$ cat src/rtl/vga_timing_gen.sv
// vga_timing_gen: parametrised VGA raster generator with a single rectangular sprite.
//
// Ports:
//   clk25mz      pixel clock, all logic on its rising edge
//   rst          synchronous active-high reset
//   box_color    sprite colour {r[2:0],g[2:0],b[1:0]}, sampled every clock
//   bg_color     background colour inside the active area, sampled every clock
//   hsync/vsync  sync pulses, active at SYNC_POL
//   de           output pixel lies in the active area
//   pix_x/pix_y  raw counter coordinates of the output pixel
//   red/green/blue  pixel colour, forced to 0 during blanking
//   frame        completed-frame count, wraps
//   frame_start  one-cycle pulse with output pixel (0,0)
//
// Build option: define VGA_BOUNCE_EN to make the sprite bounce around the
// active area, moving STEP pixels per axis once per frame. Without it the
// sprite is fixed at (BOX_X0, BOX_Y0).
module vga_timing_gen #(
  parameter int H_ACTIVE = 128,
  parameter int H_FP     = 16,
  parameter int H_SYNC   = 96,
  parameter int H_BP     = 48,
  parameter int V_ACTIVE = 128,
  parameter int V_FP     = 10,
  parameter int V_SYNC   = 2,
  parameter int V_BP     = 33,
  parameter int SYNC_POL = 0,
  parameter int BOX_W    = 20,
  parameter int BOX_H    = 20,
  parameter int BOX_X0   = 60,
  parameter int BOX_Y0   = 60,
  parameter int STEP     = 10,
  parameter int FRAME_W  = 16
) (
  input  logic               clk25mz,
  input  logic               rst,
  input  logic [7:0]         box_color,
  input  logic [7:0]         bg_color,
  output logic               hsync,
  output logic               vsync,
  output logic               de,
  output logic [10:0]        pix_x,
  output logic [10:0]        pix_y,
  output logic [2:0]         red,
  output logic [2:0]         green,
  output logic [1:0]         blue,
  output logic [FRAME_W-1:0] frame,
  output logic               frame_start
);
  localparam logic [10:0] H_LAST = 11'(H_ACTIVE + H_FP + H_SYNC + H_BP - 1);
  localparam logic [10:0] V_LAST = 11'(V_ACTIVE + V_FP + V_SYNC + V_BP - 1);
  localparam logic [10:0] HA     = 11'(H_ACTIVE);
  localparam logic [10:0] VA     = 11'(V_ACTIVE);
  localparam logic [10:0] HS_ON  = 11'(H_ACTIVE + H_FP);
  localparam logic [10:0] HS_OFF = 11'(H_ACTIVE + H_FP + H_SYNC);
  localparam logic [10:0] VS_ON  = 11'(V_ACTIVE + V_FP);
  localparam logic [10:0] VS_OFF = 11'(V_ACTIVE + V_FP + V_SYNC);
  localparam logic [10:0] BW     = 11'(BOX_W);
  localparam logic [10:0] BH     = 11'(BOX_H);
  localparam logic [10:0] X0     = 11'(BOX_X0);
  localparam logic [10:0] Y0     = 11'(BOX_Y0);
  localparam logic        SP     = 1'(SYNC_POL);

  // Reject geometries the counters and sprite clamp cannot represent.
  if (!(STEP > 0 && BOX_W <= H_ACTIVE && BOX_H <= V_ACTIVE &&
        H_ACTIVE + H_FP + H_SYNC + H_BP < 2048 &&
        V_ACTIVE + V_FP + V_SYNC + V_BP < 2048)) begin : g_bad_params
    $error("vga_timing_gen: unsupported parameter set");
  end

  logic [10:0]        h_q, h_d, v_q, v_d;
  logic [10:0]        bx_q, by_q;
  logic [FRAME_W-1:0] frame_q, frame_d;
  logic               h_end, eof, active, hit;
  logic               hsync_q, hsync_d, vsync_q, vsync_d, de_q, de_d, fs_q, fs_d;
  logic [10:0]        pix_x_q, pix_x_d, pix_y_q, pix_y_d;
  logic [7:0]         rgb_q, rgb_d;

  always_comb begin
    h_end   = h_q == H_LAST;
    eof     = h_end && v_q == V_LAST;
    h_d     = h_end ? '0 : h_q + 11'd1;
    v_d     = eof ? '0 : h_end ? v_q + 11'd1 : v_q;
    frame_d = eof ? frame_q + FRAME_W'(1) : frame_q;
    active  = h_q < HA && v_q < VA;
    hit     = active && h_q >= bx_q && h_q < bx_q + BW && v_q >= by_q && v_q < by_q + BH;
    // Every output is derived from the same (h_q, v_q) so they stay mutually aligned.
    hsync_d = (h_q >= HS_ON && h_q < HS_OFF) ? SP : !SP;
    vsync_d = (v_q >= VS_ON && v_q < VS_OFF) ? SP : !SP;
    de_d    = active;
    pix_x_d = h_q;
    pix_y_d = v_q;
    fs_d    = h_q == '0 && v_q == '0;
    rgb_d   = hit ? box_color : active ? bg_color : 8'h00;
  end

  always_ff @(posedge clk25mz) begin
    if (rst) begin
      h_q     <= '0;
      v_q     <= '0;
      frame_q <= '0;
      hsync_q <= !SP;
      vsync_q <= !SP;
      de_q    <= 1'b0;
      pix_x_q <= '0;
      pix_y_q <= '0;
      fs_q    <= 1'b0;
      rgb_q   <= '0;
    end else begin
      h_q     <= h_d;
      v_q     <= v_d;
      frame_q <= frame_d;
      hsync_q <= hsync_d;
      vsync_q <= vsync_d;
      de_q    <= de_d;
      pix_x_q <= pix_x_d;
      pix_y_q <= pix_y_d;
      fs_q    <= fs_d;
      rgb_q   <= rgb_d;
    end
  end

`ifdef VGA_BOUNCE_EN
  localparam logic [10:0] STP   = 11'(STEP);
  localparam logic [10:0] X_MAX = 11'(H_ACTIVE - BOX_W);
  localparam logic [10:0] Y_MAX = 11'(V_ACTIVE - BOX_H);

  logic [10:0] bx_d, by_d, nx, ny;
  logic        dx_neg_q, dx_neg_d, dy_neg_q, dy_neg_d;

  // Position only moves on the end-of-frame cycle, so a frame never sees it change.
  always_comb begin
    nx       = bx_q + STP;
    ny       = by_q + STP;
    bx_d     = bx_q;
    by_d     = by_q;
    dx_neg_d = dx_neg_q;
    dy_neg_d = dy_neg_q;
    if (eof) begin
      bx_d     = !dx_neg_q ? (nx > X_MAX ? X_MAX : nx) : (bx_q < STP ? '0 : bx_q - STP);
      dx_neg_d = !dx_neg_q ? nx > X_MAX : bx_q >= STP;
      by_d     = !dy_neg_q ? (ny > Y_MAX ? Y_MAX : ny) : (by_q < STP ? '0 : by_q - STP);
      dy_neg_d = !dy_neg_q ? ny > Y_MAX : by_q >= STP;
    end
  end

  always_ff @(posedge clk25mz) begin
    if (rst) begin
      bx_q     <= X0;
      by_q     <= Y0;
      dx_neg_q <= 1'b0;
      dy_neg_q <= 1'b0;
    end else begin
      bx_q     <= bx_d;
      by_q     <= by_d;
      dx_neg_q <= dx_neg_d;
      dy_neg_q <= dy_neg_d;
    end
  end
`else
  assign bx_q = X0;
  assign by_q = Y0;
`endif

  assign hsync       = hsync_q;
  assign vsync       = vsync_q;
  assign de          = de_q;
  assign pix_x       = pix_x_q;
  assign pix_y       = pix_y_q;
  assign {red, green, blue} = rgb_q;
  assign frame       = frame_q;
  assign frame_start = fs_q;
endmodule

$ cat config.mk
export PLATFORM = sky130hd
export DESIGN_NAME = vga_timing_gen
export DESIGN_NICKNAME = d
export VERILOG_FILES = /design/src/rtl/vga_timing_gen.sv
export SDC_FILE = /design/constraint.sdc
export NUM_CORES = 1
export LEC_CHECK = 0
export CORE_MARGIN = 2
export CORE_UTILIZATION = 30
export CTS_CLUSTER_DIAMETER = 120
export DETAILED_ROUTE_END_ITERATION = 7
export PLACE_DENSITY = 0.55
export RECOVER_POWER = 100
export SYNTH_ARGS = -nofsm -noshare
export SYNTH_HDL_FRONTEND = slang
export SYNTH_SLANG_ARGS = --single-unit
export TNS_END_PERCENT = 1
$ cat constraint.sdc
create_clock -name clk25mz -period 5.25 [get_ports clk25mz]
set_clock_uncertainty 0.1 [all_clocks]
set_input_delay 1.05 -clock clk25mz [delete_from_list [all_inputs] [get_ports clk25mz]]
set_output_delay 1.05 -clock clk25mz [all_outputs]
set_load 0.01 [all_outputs]
==> metrics, run 1 <==
CTS tree yes; width of the die 104.9 um; DIE AREA 10990 sq um; synthesized instance count 328; Final Wtd Congestion 0.7329; clock-pin slew on the worst setup and hold paths 0.08 ns; setup bufs post-CTS 0; clk_lat worst skew 0.34 ns; grt ovf 0; GRT Total Usage 0.1311; status finished, violations left; Initial Util 0.3108; LEAKAGE 1.547 nW; # IOs 68; H-Tree Depth 3; initial antenna violation count 0; vias in the first global route 2396; Highest Clock Rate 306.7 MHz; Area Overhead vs Synth 31.53%; Worst Hold Launch h_q[0]; synthesized area 3052 sq um; most frequent cells in the layout dfxtp_1, dlygate4sd3_1, nor2_1, a21oi_1, nand2_1; Post-synth EDFFs 0; Slew Limit Fails 54; CP startpoint kind input port; Cell Pwr Density 270.8 nW/um^2; DPL Wire Length 4772 um; Post-Synth Adder-Cell Area 0.02050; Via-to-Cell Ratio 4.824; relative slew slack -0.5326; std cell rows 36; number of cells on the worst hold path 1; largest family of logic cells by synthesized area simple AND/OR/NAND/NOR gates; Synth area leader dfxtp_1; Worst path top cell family by delay buffers and inverters; Worst path max stage delay 1.61 ns; RSZ-0062 raised after global routing no; Synth Area in Compound Gates 0.09922; sequential-to-total area share from yosys stat 0.4723; data required time of the critical path 5.34 ns; WL/cell 13.11 um; shortest period the worst path allows 3.260 ns; total power 1.087 mW; top post-synthesis cells by area dfxtp_1, nor2b_1, a21oi_1; antenna diode count 0; antenna-violating nets left 0; Sequential Area 1441 sq um; worst r2r path cells 5; fin worst setup slack 1.990 ns; DRC 0; post-synthesis simple-gate area fraction 0.3014; critical path depth 4; CP endpoint kind register; number of max-cap violations 1; yosys warns 0; Resized cells post-CTS 0; critical-path cell list clkbuf_1, nor4b_2, nand2_1, mux2i_1; DRT iter0 DRCs 93; Arrival @ worst endpoint 3.35 ns; multiplexer share of the synthesized area 0.03362; failing checks capacitance limit, slew limit; CP Max Fanout 53; Critical R2R Launch h_q[0]; final net count 408; Hold WS 0.3597 ns; die height 104.9 um; XOR/XNOR Fraction of Synth Area 0.03444; Crit. Startpoint rst; share of the synthesized area in the top cell type 0.4723; post-synth cell types 42; Post-Syn Nets 351; layout cells sized above 1 0.07455; slew at the pin closest to its max-slew limit 2.299 ns; Root Buffer Master clkbuf_8; Worst Path Buf+Inv 1; via count 2518; most common cell after layout, fill and taps aside dfxtp_1; drt total wl 6841 um; drt first pass iters 4; CTS Sinks 72; footprint of the multi-input gates 1493 sq um; syn avg cell area 9.304 sq um; post-synthesis sequential element count 72; port bufs 67; CTS max path bufs 2; CTS Hold Buffers Added 0; Final TNS setup 0 ns; top_reg_cell synth dfxtp_1; async set-reset flop share out of synthesis 0; # fillers 1029; first-pass GRT wire length 11640 um; cts bufs inserted 9; CP Class input port to register; crit path max-delay cell type clkbuf_1; Core Area 9819 sq um; class of the worst hold path register to register; Finish-stage setup viols 0; largest net degree at the start of global routing 54; Final Hold Viols 0; VDD IR max 0.1636 mV; post-placement worst setup slack 2.445 ns; final period utilization 0.6210
-- cell families after synthesis --
family | after synthesis
buffers and inverters | 29
XOR/XNOR | 12
flip-flops | 72
AO/OA/AOI/OAI | 48
adder cells (fa/ha/maj) | 5
AND/OR/NAND/NOR | 152
multiplexers | 10
-- flip-flops by register name (all words and copies together), names as in the netlist --
name	count
pix_x	11
frame	16
vsync	1
h_q	11
de	1
pix_y	11
hsync	1
rgb_q	8
pix_y_d	11
frame_start	1
-- through the flow --
step             util  cell area (sq um)  cells
2_1_floorplan       -               3052    328
3_3_place_gp   0.3866               3796    507
3_5_place_dp   0.3866               3796    507
4_1_cts        0.4089               4015    522
5_1_grt        0.4088               4014    522
6_report       0.4088               4014    522
-- cells in the mapped netlist, types with 2 or more instances --
cell and count:
a211oi_1 2, a21oi_1 22, and2_1 2, and3_1 8
and4_1 3, buf_2 4, clkbuf_1 15, dfxtp_1 72
ha_1 5, inv_1 8, mux2_2 2, mux2i_1 8
nand2_1 21, nand2b_1 9, nand3_1 12, nand4_1 15
nor2_1 22, nor2b_1 18, nor3_1 3, nor4_1 3
o21ai_0 9, o31ai_1 13, or2_2 2, or3_1 9
or4_1 14, xnor2_1 3, xor2_1 9
-- per-layer routing --
| layer | global-route usage | up-vias | wire length [um] |
|---|---|---|---|
| met1 | 0.1729 | 1153 | 3417 |
| met4 | 0.05714 | 0 | 76 |
| met5 | 0 | - | 0 |
| li1 | - | 1297 | - |
| met2 | 0.2041 | 60 | 3054 |
| met3 | 0.03057 | 8 | 292 |
-- final cells by class --
cell class                 count  area share
inverter                       8    0.007481
tap                          133     0.04146
multi-input combinational    227      0.3719
sequential                    72      0.3591
clock inverter                 5     0.02026
timing repair buffer          67      0.1655
clock buffer                  10     0.03429
-- worst paths after layout --
kind         slack [ns]  endpoint
min reg2reg        0.36    h_q[0]
max                1.99  rgb_q[0]
min                0.36    h_q[0]
max reg2reg        2.77  frame[5]
-- power breakdown --
| group | internal, mW | switching (mW) |
|---|---|---|
| Clock | 0.278 | 0.202 |
| Combinational | 0.0262 | 0.0235 |
| Sequential | 0.553 | 0.00363 |
| Total | 0.858 | 0.229 |
Power figures use the tool's default switching activity.
==> inputs of run 2 (changes only) <==
--- a/config.mk
+++ b/config.mk
@@ -9,7 +9,7 @@
 export CORE_UTILIZATION = 30
 export CTS_CLUSTER_DIAMETER = 120
 export DETAILED_ROUTE_END_ITERATION = 7
-export PLACE_DENSITY = 0.55
+export PLACE_DENSITY = 0.57
 export RECOVER_POWER = 100
 export SYNTH_ARGS = -nofsm -noshare
 export SYNTH_HDL_FRONTEND = slang
==> constraint.sdc (replaced) <==
create_clock -name clk25mz -period 2.7 [get_ports clk25mz]
set_clock_uncertainty 0.1 [all_clocks]
set_input_delay 0.54 -clock clk25mz [delete_from_list [all_inputs] [get_ports clk25mz]]
set_output_delay 0.54 -clock clk25mz [all_outputs]
set_load 0.01 [all_outputs]
==> metrics, run 2 (same netlist as run 1, synthesis figures left out) <==
CP Class register to register; Root Buffer Master clkbuf_8; final period utilization 0.9035; WL/cell 13.43 um (+2.5%); switch share 0.2214 (+0.01041); DIE AREA 10990 sq um (unchanged); Final Wtd Congestion 0.7483 (+2.1%); shortest period the worst path allows 2.439 ns; # fillers 1020 (-0.87%); clock-pin slew on the worst setup and hold paths 0.07 ns (about the same); crit path max-delay cell type nor4_1; CP Max Fanout 27 (-49%); relative slew slack 0.3317 (+0.8643); Critical R2R Launch h_q[0]; footprint of the multi-input gates 1486 sq um (-0.42%); Worst path top cell family by delay simple AND/OR/NAND/NOR gates; Via-to-Cell Ratio 4.798 (-0.52%); grt ovf 0 (unchanged); Hold WS 0.3627 ns (+0.003040 ns); antenna-violating nets left 0 (unchanged); CP endpoint kind register; final net count 416 (+2.0%); width of the die 104.9 um (unchanged); critical-path cell list ha_1, and4bb_1, nand3_2, nor4_1, mux2_2; setup bufs post-CTS 0 (unchanged); LEAKAGE 1.564 nW (+1.2%); Power Internal 1.580 mW (+84%); CTS max path bufs 2 (unchanged); CTS Sinks 72 (unchanged); Sequential Area 1441 sq um (unchanged); dpl cells 515 (+1.6%); Worst Path Buf+Inv 0 (-1); initial antenna violation count 0 (unchanged); RSZ-0062 raised after global routing no; Crit. Startpoint h_q[0]; Core Area 9819 sq um (unchanged); DPL Wire Length 5047 um (+5.8%); CTS Hold Buffers Added 0 (unchanged); most common cell after layout, fill and taps aside dfxtp_1; slew at the pin closest to its max-slew limit 1.002 ns (-1.296 ns); Finish-stage setup viols 0 (unchanged); clk_lat worst skew 0.35 ns (about the same); CTS tree yes; Cell Pwr Density 503.0 nW/um^2 (+86%); Comb power frac 0.051 (+0.005); DRC 0 (unchanged); Reg power frac 0.533 (+0.021); class of the worst hold path register to register; busiest grt layer met2; cts bufs inserted 9 (unchanged); switching pwr 0.4494 mW (+96%); port bufs 67 (unchanged); DRT iter0 DRCs 109 (+17%); Slew Limit Fails 0 (-100%); max reg flops 16 (unchanged); # IOs 68 (unchanged); data required time of the critical path 2.84 ns (-2.50 ns); layout cells sized above 1 0.07789 (+0.003339); status finished, final reports clean; first-pass GRT wire length 11970 um (+2.8%); Worst path max stage delay 0.42 ns (-1.19 ns); fin worst setup slack 0.2606 ns (-1.729 ns); Resized cells post-CTS 0 (unchanged); final non-filler cell total 531 (+1.7%); Worst Hold Launch h_q[0]; Area Overhead vs Synth 32.23%; Final Hold Viols 0 (unchanged); vias in the first global route 2452 (+2.3%); met3 usage 0.04055 (+0.009981); Initial Util 0.3108 (unchanged); DP Area 3861 sq um (+1.7%); most frequent cells in the layout dfxtp_1, dlygate4sd3_1, nor2_1, a21oi_1, nand2_1; VDD IR max 0.1870 mV (+14%); CP startpoint kind register; Arrival @ worst endpoint 2.58 ns (-0.77 ns); total power 2.029 mW (+87%); die height 104.9 um (unchanged); H-Tree Depth 3 (unchanged); grt met1 use 0.1749 (+0.001989); Util after Layout 0.4109 (+0.002166); GRT Total Usage 0.1354 (+0.004348); drt total wl 7130 um (+4.2%); clock share of power 0.417 (-0.025); Highest Clock Rate 409.9 MHz; via count 2548 (+1.2%); Final TNS setup 0 ns (unchanged); post-placement worst setup slack 0.3033 ns (-2.142 ns); number of max-cap violations 0 (-1); largest net degree at the start of global routing 28 (-48%); minimum setup slack among reg-to-reg paths 0.26 ns (-2.51 ns); Design Area, Final 4035 sq um (+0.53%); antenna diode count 0 (unchanged); drt first pass iters 4 (unchanged); GR Util met2 0.2069 (+0.002783); std cell rows 36 (unchanged)
[run 2: power by group through the flow]
stage / clock [mW] / combinational (mW) / sequential (mW)
2_1_floorplan: 0 / 0.0427 / 1.11
6_report: 0.846 / 0.103 / 1.08
3_5_place_dp: 0 / 0.111 / 1.11
4_1_cts: 0.881 / 0.112 / 1.08
5_1_grt: 0.930 / 0.113 / 1.08
3_3_place_gp: 0 / 0.111 / 1.11
[run 2: final cells by class]
| type | instances | area share |
|---|---|---|
| clock buffer | 11 | 0.03504 |
| inverter | 8 | 0.007442 |
| multi-input combinational | 227 | 0.3684 |
| timing repair buffer | 75 | 0.1767 |
| clock inverter | 5 | 0.01395 |
| sequential | 72 | 0.3572 |
| tap | 133 | 0.04124 |
[run 2: worst paths after layout]
| kind | endpoint | depth (start not counted) |
|---|---|---|
| worst max-delay path | pix_y_d[10] | 5 |
| worst min-delay path | h_q[0] | 1 |
| worst max register to register | pix_y_d[10] | 5 |
| worst min register to register | h_q[0] | 1 |
[run 2: routing by layer]
layer / share of wire / up-vias
li1: - / 1303
met1: 0.48 / 1171
met2: 0.45 / 65
met3: 0.055 / 9
met4: 0.012 / 0
met5: 0 / -
==> inputs of run 3 (changes only) <==
--- a/config.mk
+++ b/config.mk
@@ -11,6 +11,7 @@
 export DETAILED_ROUTE_END_ITERATION = 7
 export PLACE_DENSITY = 0.57
 export RECOVER_POWER = 100
+export REMOVE_ABC_BUFFERS = 1
 export SYNTH_ARGS = -nofsm -noshare
 export SYNTH_HDL_FRONTEND = slang
 export SYNTH_SLANG_ARGS = --single-unit
==> metrics, run 3 (same netlist as run 1, synthesis figures left out) <==
setup bufs post-CTS 0 (unchanged); class of the worst hold path register to register; final non-filler cell total 529 (-0.38%); minimum setup slack among reg-to-reg paths 0.31 ns (+0.05 ns); CP Max Fanout 27 (unchanged); Final Wtd Congestion 0.7907 (+5.7%); worst reg2reg path endpoint pix_y_d[10]; width of the die 104.9 um (unchanged); antenna diode count 0 (unchanged); # IOs 68 (unchanged); data required time of the critical path 2.83 ns (about the same); largest net degree at the start of global routing 28 (unchanged); CP Class register to register; antenna-violating nets left 0 (unchanged); most frequent cells in the layout dfxtp_1, dlygate4sd3_1, nor2_1, a21oi_1, nand2_1; first-pass GRT wire length 11850 um (-1.0%); Hold Path End h_q[0]; CTS max path bufs 2 (unchanged); Design Area, Final 4040 sq um (+0.12%); Arrival @ worst endpoint 2.52 ns (-0.06 ns); Area Overhead vs Synth 32.39%; initial antenna violation count 0 (unchanged); dpl cells 513 (-0.39%); die height 104.9 um (unchanged); LEAKAGE 1.571 nW (+0.42%); DP Area 3841 sq um (-0.52%); CP endpoint kind register; Cell Pwr Density 517.6 nW/um^2 (+2.9%); CTS Sinks 72 (unchanged); max reg flops 16 (unchanged); DIE AREA 10990 sq um (unchanged); Resized cells post-CTS 0 (unchanged); Worst Hold Launch h_q[0]; Finish-stage setup viols 0 (unchanged); grt ovf 0 (unchanged); Critical R2R Launch h_q[0]; VDD IR max 0.2784 mV (+49%); layout cells sized above 1 0.07828 (+0.0003934); RSZ-0062 raised after global routing no; Final Hold Viols 0 (unchanged); drt first pass iters 4 (unchanged); worst r2r path cells 5 (unchanged); relative slew slack 0.3112 (-0.02047); final period utilization 0.8855 (-0.01795); std cell rows 36 (unchanged); Slew Limit Fails 0 (unchanged); most common cell after layout, fill and taps aside dfxtp_1; CTS tree yes; H-Tree Depth 3 (unchanged); Core Area 9819 sq um (unchanged); CTS Hold Buffers Added 0 (unchanged); Via-to-Cell Ratio 4.826 (+0.58%); status finished, final reports clean; slew at the pin closest to its max-slew limit 1.033 ns (+0.03071 ns); WL/cell 13.61 um (+1.3%); cts bufs inserted 9 (unchanged); DPL Wire Length 5122 um (+1.5%); Initial Util 0.3108 (unchanged); final net count 414 (-0.48%); drt total wl 7198 um (+0.95%); DRC 0 (unchanged); GRT Total Usage 0.1328 (-0.002642); number of cells on the worst hold path 1 (unchanged); vias in the first global route 2464 (+0.49%); port bufs 67 (unchanged); via count 2553 (+0.20%); CP startpoint kind register; Final TNS setup 0 ns (unchanged); # fillers 1039 (+1.9%); Highest Clock Rate 418.2 MHz (+2.0%); number of max-cap violations 0 (unchanged); DRT iter0 DRCs 73 (-33%); shortest period the worst path allows 2.391 ns (-0.04847 ns); clk_lat worst skew 0.34 ns (about the same); clock-pin slew on the worst setup and hold paths 0.07 ns (about the same); Root Buffer Master clkbuf_8
-- run 3: cell count changes in the layout (fill, tap and decap cells not counted), sizes merged --
cell         delta
bufinv          +1
dlygate4sd3     -1
clkinvlp        -1
clkbuf          -2
clkinv          +1
-- run 3: report_power, final --
| part | internal (mW) | switching, mW | leakage [nW] |
|---|---|---|---|
| sequential | 1.08 | 0.00520 | 0.584 |
| clock | 0.517 | 0.392 | 0.110 |
| combinational | 0.0525 | 0.0483 | 0.877 |
| total | 1.65 | 0.445 | 1.57 |
-- run 3: per-stage QoR --
stage / power [mW] / util / setup WS (ns) / hold slack, ns
finish: 2.091 / 0.4114 / 0.3090 / 0.3597
global route: 2.188 / 0.4114 / 0.08605 / 0.4113
CTS: 2.130 / 0.4127 / 0.3246 / 0.3652
detailed placement: 1.216 / 0.3912 / 0.3281 / 0.3480
global placement: 1.214 / 0.3912 / 0.4163 / 0.3386
floorplan: 1.143 / - / 0.6273 / 0.3258
-- run 3: worst max-delay path, cell delays in order (launching register included) --
cell	delay [ns]
dfxtp_1	0.37
ha_1	0.27
and4bb_1	0.36
nand3_2	0.40
nor4_1	0.41
mux2_2	0.37
-- run 3: per-layer routing --
| metal | part of all wire | track usage |
|---|---|---|
| met1 | 0.46 | 0.1610 |
| met2 | 0.48 | 0.2231 |
| met3 | 0.058 | 0.04741 |
| met4 | 0.0058 | 0.03429 |
| met5 | 0 | 0 |
-- run 3: area by class of cell --
cell class	instances	area (sq um)	share of cell area
clock buffer	10	127.6	0.03159
clock inverter	6	83.83	0.02075
inverter	8	30.03	0.007433
multi-input combinational	227	1493	0.3695
sequential	72	1441	0.3568
tap	133	166.4	0.04119
timing repair buffer	73	698.2	0.1728
-- run 3: worst max-delay path by stage --
stage / end / cells after the start / startpoint / slack, ns
detailed placement: pix_y_d[10] / 5 / h_q[0] / 0.33
finish: pix_y_d[10] / 5 / h_q[0] / 0.31
floorplan: frame[5] / 5 / h_q[0] / 0.63
global route: pix_y_d[10] / 5 / h_q[0] / 0.09
CTS: pix_y_d[10] / 5 / h_q[0] / 0.32
global placement: frame[5] / 5 / h_q[0] / 0.42
